[config.mk]
export PLATFORM = sky130hd
export DESIGN_NAME = regfile_write_arbiter
export DESIGN_NICKNAME = d
export VERILOG_FILES = /design/src/rtl/regfile_write_arbiter.sv
export SDC_FILE = /design/constraint.sdc
export NUM_CORES = 1
export LEC_CHECK = 0
export BUFFER_PORTS_ARGS = -buffer_cell sky130_fd_sc_hd__buf_2
export CAP_MARGIN = 20
export CORE_MARGIN = 2
export CORE_UTILIZATION = 43
export DETAILED_ROUTE_END_ITERATION = 10
export PLACE_DENSITY = 0.8
export SYNTH_ARGS = -nofsm -noshare
export SYNTH_HDL_FRONTEND = slang
export SYNTH_SLANG_ARGS = --single-unit
export TNS_END_PERCENT = 5
[constraint.sdc]
create_clock -name clock -period 1.1 [get_ports clock]
set_input_delay 0.165 -clock clock [delete_from_list [all_inputs] [get_ports clock]]
set_output_delay 0.165 -clock clock [all_outputs]
set_load 0.01 [all_outputs]
[src/rtl/regfile_write_arbiter.sv]
// Write-port arbiter for the register file: grants one of ALU / mult-div / load
// writebacks per cycle. Define WB_ARB_ROUND_ROBIN_EN for rotating priority; otherwise fixed priority.
module regfile_write_arbiter #(
  parameter int NREQ = 3,
  parameter int DW   = 32
) (
  input  logic            clock,
  input  logic            resetn,
  input  logic [NREQ-1:0] req,
  input  logic [4:0]      addr0,
  input  logic [4:0]      addr1,
  input  logic [4:0]      addr2,
  input  logic [DW-1:0]   data0,
  input  logic [DW-1:0]   data1,
  input  logic [DW-1:0]   data2,
  output logic [NREQ-1:0] ack,
  output logic [31:0]     rf_we,
  output logic [4:0]      rf_addr,
  output logic [DW-1:0]   rf_data,
  output logic            rf_valid,
  output logic [1:0]      grant_id
);

  logic            w_any;
  logic [1:0]      w_id;
  logic [4:0]      w_addr;
  logic [DW-1:0]   w_data;
  logic [NREQ-1:0] w_ack;

  // Register r0 is hardwired, so a write to it is acknowledged but never enabled.
  function automatic logic [31:0] dec_we(input logic [4:0] a);
    logic [31:0] dec;
    dec = '0;
    if (a != 5'd0) dec[a] = 1'b1;
    return dec;
  endfunction

`ifdef WB_ARB_ROUND_ROBIN_EN
  logic [1:0] r_ptr;
  logic [2:0] w_rot;
  logic [1:0] w_off;
  logic [2:0] w_sum;

  // Rotate requests so the pointer's requester sits at bit 0, then map back mod 3.
  always_comb begin
    case (r_ptr)
      2'd1:    w_rot = {req[0], req[2], req[1]};
      2'd2:    w_rot = {req[1], req[0], req[2]};
      default: w_rot = req;
    endcase
    w_off = w_rot[0] ? 2'd0 : (w_rot[1] ? 2'd1 : 2'd2);
    w_sum = {1'b0, r_ptr} + {1'b0, w_off};
    w_id  = (w_sum >= 3'd3) ? 2'(w_sum - 3'd3) : w_sum[1:0];
    w_any = |req;
  end

  always_ff @(posedge clock or negedge resetn) begin
    if (!resetn) begin
      r_ptr <= 2'd0;
    end else if (w_any) begin
      r_ptr <= (w_id == 2'd2) ? 2'd0 : w_id + 2'd1;
    end
  end
`else
  always_comb begin
    w_id  = req[0] ? 2'd0 : (req[1] ? 2'd1 : 2'd2);
    w_any = |req;
  end
`endif

  always_comb begin
    case (w_id)
      2'd1: begin
        w_addr = addr1;
        w_data = data1;
      end
      2'd2: begin
        w_addr = addr2;
        w_data = data2;
      end
      default: begin
        w_addr = addr0;
        w_data = data0;
      end
    endcase
  end

  always_comb begin
    w_ack = '0;
    if (w_any) w_ack = NREQ'(1) << w_id;
  end

  assign ack = resetn ? w_ack : '0;

  // Output stage: write presented to the register file one cycle after the grant.
  always_ff @(posedge clock or negedge resetn) begin
    if (!resetn) begin
      rf_we    <= '0;
      rf_addr  <= '0;
      rf_data  <= '0;
      rf_valid <= 1'b0;
      grant_id <= 2'd0;
    end else if (w_any) begin
      rf_we    <= dec_we(w_addr);
      rf_addr  <= w_addr;
      rf_data  <= w_data;
      rf_valid <= 1'b1;
      grant_id <= w_id;
    end else begin
      rf_we    <= '0;
      rf_valid <= 1'b0;
    end
  end

endmodule

==> flow_summary.yaml <==
cts:
  cts_buffer_depth: 2
  cts_sinks: 72
  cts.clk_slew.worst_paths_ns: 0.08
  root_buffer: "clkbuf_8"
  cts_buffers: 9
  htree_levels: 3
  clock_latency_ns: 0.34
  cts_tree: "yes"
cells_and_area:
  diodes: 0
  area_growth_pct: 47.71
  fin_util_pct: 64.43
  drive_above_1_share_pct: 51.01
  fin_nets: 607
timing:
  max_freq_mhz: 941.9
  rsz0062_at_grt: "yes"
  final_hold_viol_count: 7
  finalSetupTns_ns: 0
  setup_viol: 0
  min_period_ns: 1.062
  hold_ws_ns: -0.008526
  skew_ns: 0
  drv_slew: 0
  post-route-period-util_pct: 96.52
detailed_routing:
  route.detailed.drc: 0
  drtAntennaViolNets: 0
  viasPerCell: 5.272
  drt_iter0_markers: 130
  drt_wl_total_um: 9621
  firstDrtPassIters: 4
  avgRoutedWirePerCell_um: 16.17
  vias: 3137
setup_path:
  cp_cell_sequence: "buf_2"
  path_class: "reg -> out"
  crit_fanout: 2
  critPathRequiredTime_ns: 0.94
  slowest_delay_ns: 0.41
  critical_path.top_delay_family: "flip-flops"
  end_kind: "output pin"
  start_kind: "flop"
  cp_slowest_cell: "dfrtp_1"
  critPathBufInv: 1
  rrSetupSlack_ns: 0.36
  critPathArrivalTime_ns: 0.90
synth:
  synth_ff_type: "dfrtp_1"
  syn_inst: 289
  syn-num-nets: 405
  synth-edff-count: 0
  ys_warn_count: 0
  syn_area_per_cell_um2: 10.77
  async_flop_share_pct: 100.0
  synth-seq-cells: 72
  synth-seq-area-share_pct: 57.88
  yosys.cell_types.count: 36
  syn-cell-area_um2: 3113
status:
  violations: "hold timing"
  status: "finished with violations"
global_routing:
  busiest_layer: "met2"
  use_met3_pct: 4.986
  gr-usage-met2_pct: 40.67
  grt_pass1_vias: 2949
  track_usage_pct: 23.80
  grt_pass1_wl_um: 14280
  grt_overflow: 0
  met1_usage_pct: 30.14
  grt_max_degree: 56
  antenna_found_initial: 0
power:
  leakagePower_nw: 2.312
  ir_drop_mv: 1.054
  finalPower_mw: 6.709
  p_per_area_nw_per_um2: 1459
min_path:
  hp-class: "in -> async"
placement:
  place.gp.congestion: 0.9000
  dp.final_hpwl_um: 7189
  portBuffers: 190
floorplanning:
  core-area_um2: 7137
  die_x_um: 89.09
  ios: 191
  fp.dieArea_um2: 7936
  fp.dieH_um: 89.09
  initial_utilization_pct: 43.62
  row_count: 31
run:
  max-cap-violations: 0
==> routing by layer <==
metal	vias to the layer above	wire length, um	share of wire, %
li1	1457	-	-
met1	1504	3870	40
met2	154	4890	51
met3	22	649	6.7
met4	0	210	2.2
met5	-	0	0
==> final cells by class <==
cell class,instances,area (um^2)
clock inverters,7,125.1
well taps,99,123.9
multi-input cells,190,1166
fillers,617,2539
inverters,3,16.27
flip-flops and latches,72,1802
clock buffers,9,123.9
repair buffers,215,1241
==> state kept, by name, summed over array words and instances, names as in the netlist <==
register  count
grant_id      2
rf_addr       5
rf_data      32
rf_valid      1
rf_we        32
==> power by group <==
| group | total [mW] | switching (mW) | leakage [nW] | internal (mW) |
|---|---|---|---|---|
| logic | 1.22 | 0.657 | 1.29 | 0.566 |
| clock network | 2.58 | 1.05 | 0.124 | 1.53 |
| registers | 2.90 | 0.0870 | 0.894 | 2.81 |
==> cell families after synthesis <==
| kind of cell | synth area share (%) |
|---|---|
| AND/OR/NAND/NOR | 12.10 |
| multiplexers | 2.813 |
| flip-flops | 57.88 |
| other | 0.1205 |
| buffers and inverters | 5.064 |
| AO/OA/AOI/OAI | 22.03 |
==> worst paths after layout <==
path	startpoint	to	cells after the start
setup / recovery	rf_addr[1]$_DFFE_PN0P_	rf_addr[1]	1
hold / removal	resetn	rf_data[22]$_DFFE_PN0P_	2
setup reg to reg	rf_data[16]$_DFFE_PN0P_	rf_data[16]$_DFFE_PN0P_	2
hold reg to reg	rf_addr[3]$_DFFE_PN0P_	rf_addr[3]$_DFFE_PN0P_	2
max in group asynchronous	resetn	rf_we[14]$_DFF_PN0_	3
min in group clock	data0[7]	rf_data[7]$_DFFE_PN0P_	3
==> stage by stage <==
| stage | area, um^2 | instances | hold slack (ns) | worst slack [ns] |
|---|---|---|---|---|
| 2_1_floorplan | 3113 | 289 | -0.1306 | -0.09848 |
| 3_3_place_gp | 4302 | 578 | 0.02254 | -0.2178 |
| 3_5_place_dp | 4302 | 578 | 0.02043 | -0.2764 |
| 4_1_cts | 4569 | 595 | 0.09136 | 0.002907 |
| 5_1_grt | 4598 | 595 | 0.04627 | -0.001650 |
| 6_report | 4598 | 595 | -0.008526 | 0.03827 |
==> timing repair <==
action | 4_1_cts | 5_1_grt
setup endpoints to repair | 1 | 62
resized for setup | 3 | 8
hold buffers | 1 | 0
endpoints found under the hold margin | 72 | 0
setup buffers | 0 | 0
==> cells in the mapped netlist, drive strengths merged, types with 3 or more instances <==
cell     number  area, um^2
nand2        11       41.29
o22ai        53       331.6
nor3          3       26.28
buf          19       125.1
mux2i         4       65.06
dfrtp        72        1802
o2bb2ai      11       96.34
nor2         43       171.4
nand2b        3       18.77
o21ai         6       37.54
clkbuf        5       18.77
a21oi        33       165.2
nand3         8       60.06
==> cell usage in the layout, fill, tap and decap left out, drive strengths merged, types with 3 or more instances in the layout <==
master / n
nand2: 11
bufinv: 3
clkbuf: 10
clkinv: 3
buf: 213
nor2: 43
mux2i: 4
inv: 4
o21ai: 6
o22ai: 53
nor3: 3
o2bb2ai: 11
nand3: 8
dfrtp: 72
nand2b: 3
a21oi: 33
No activity file was read; power rests on OpenSTA's default activity.
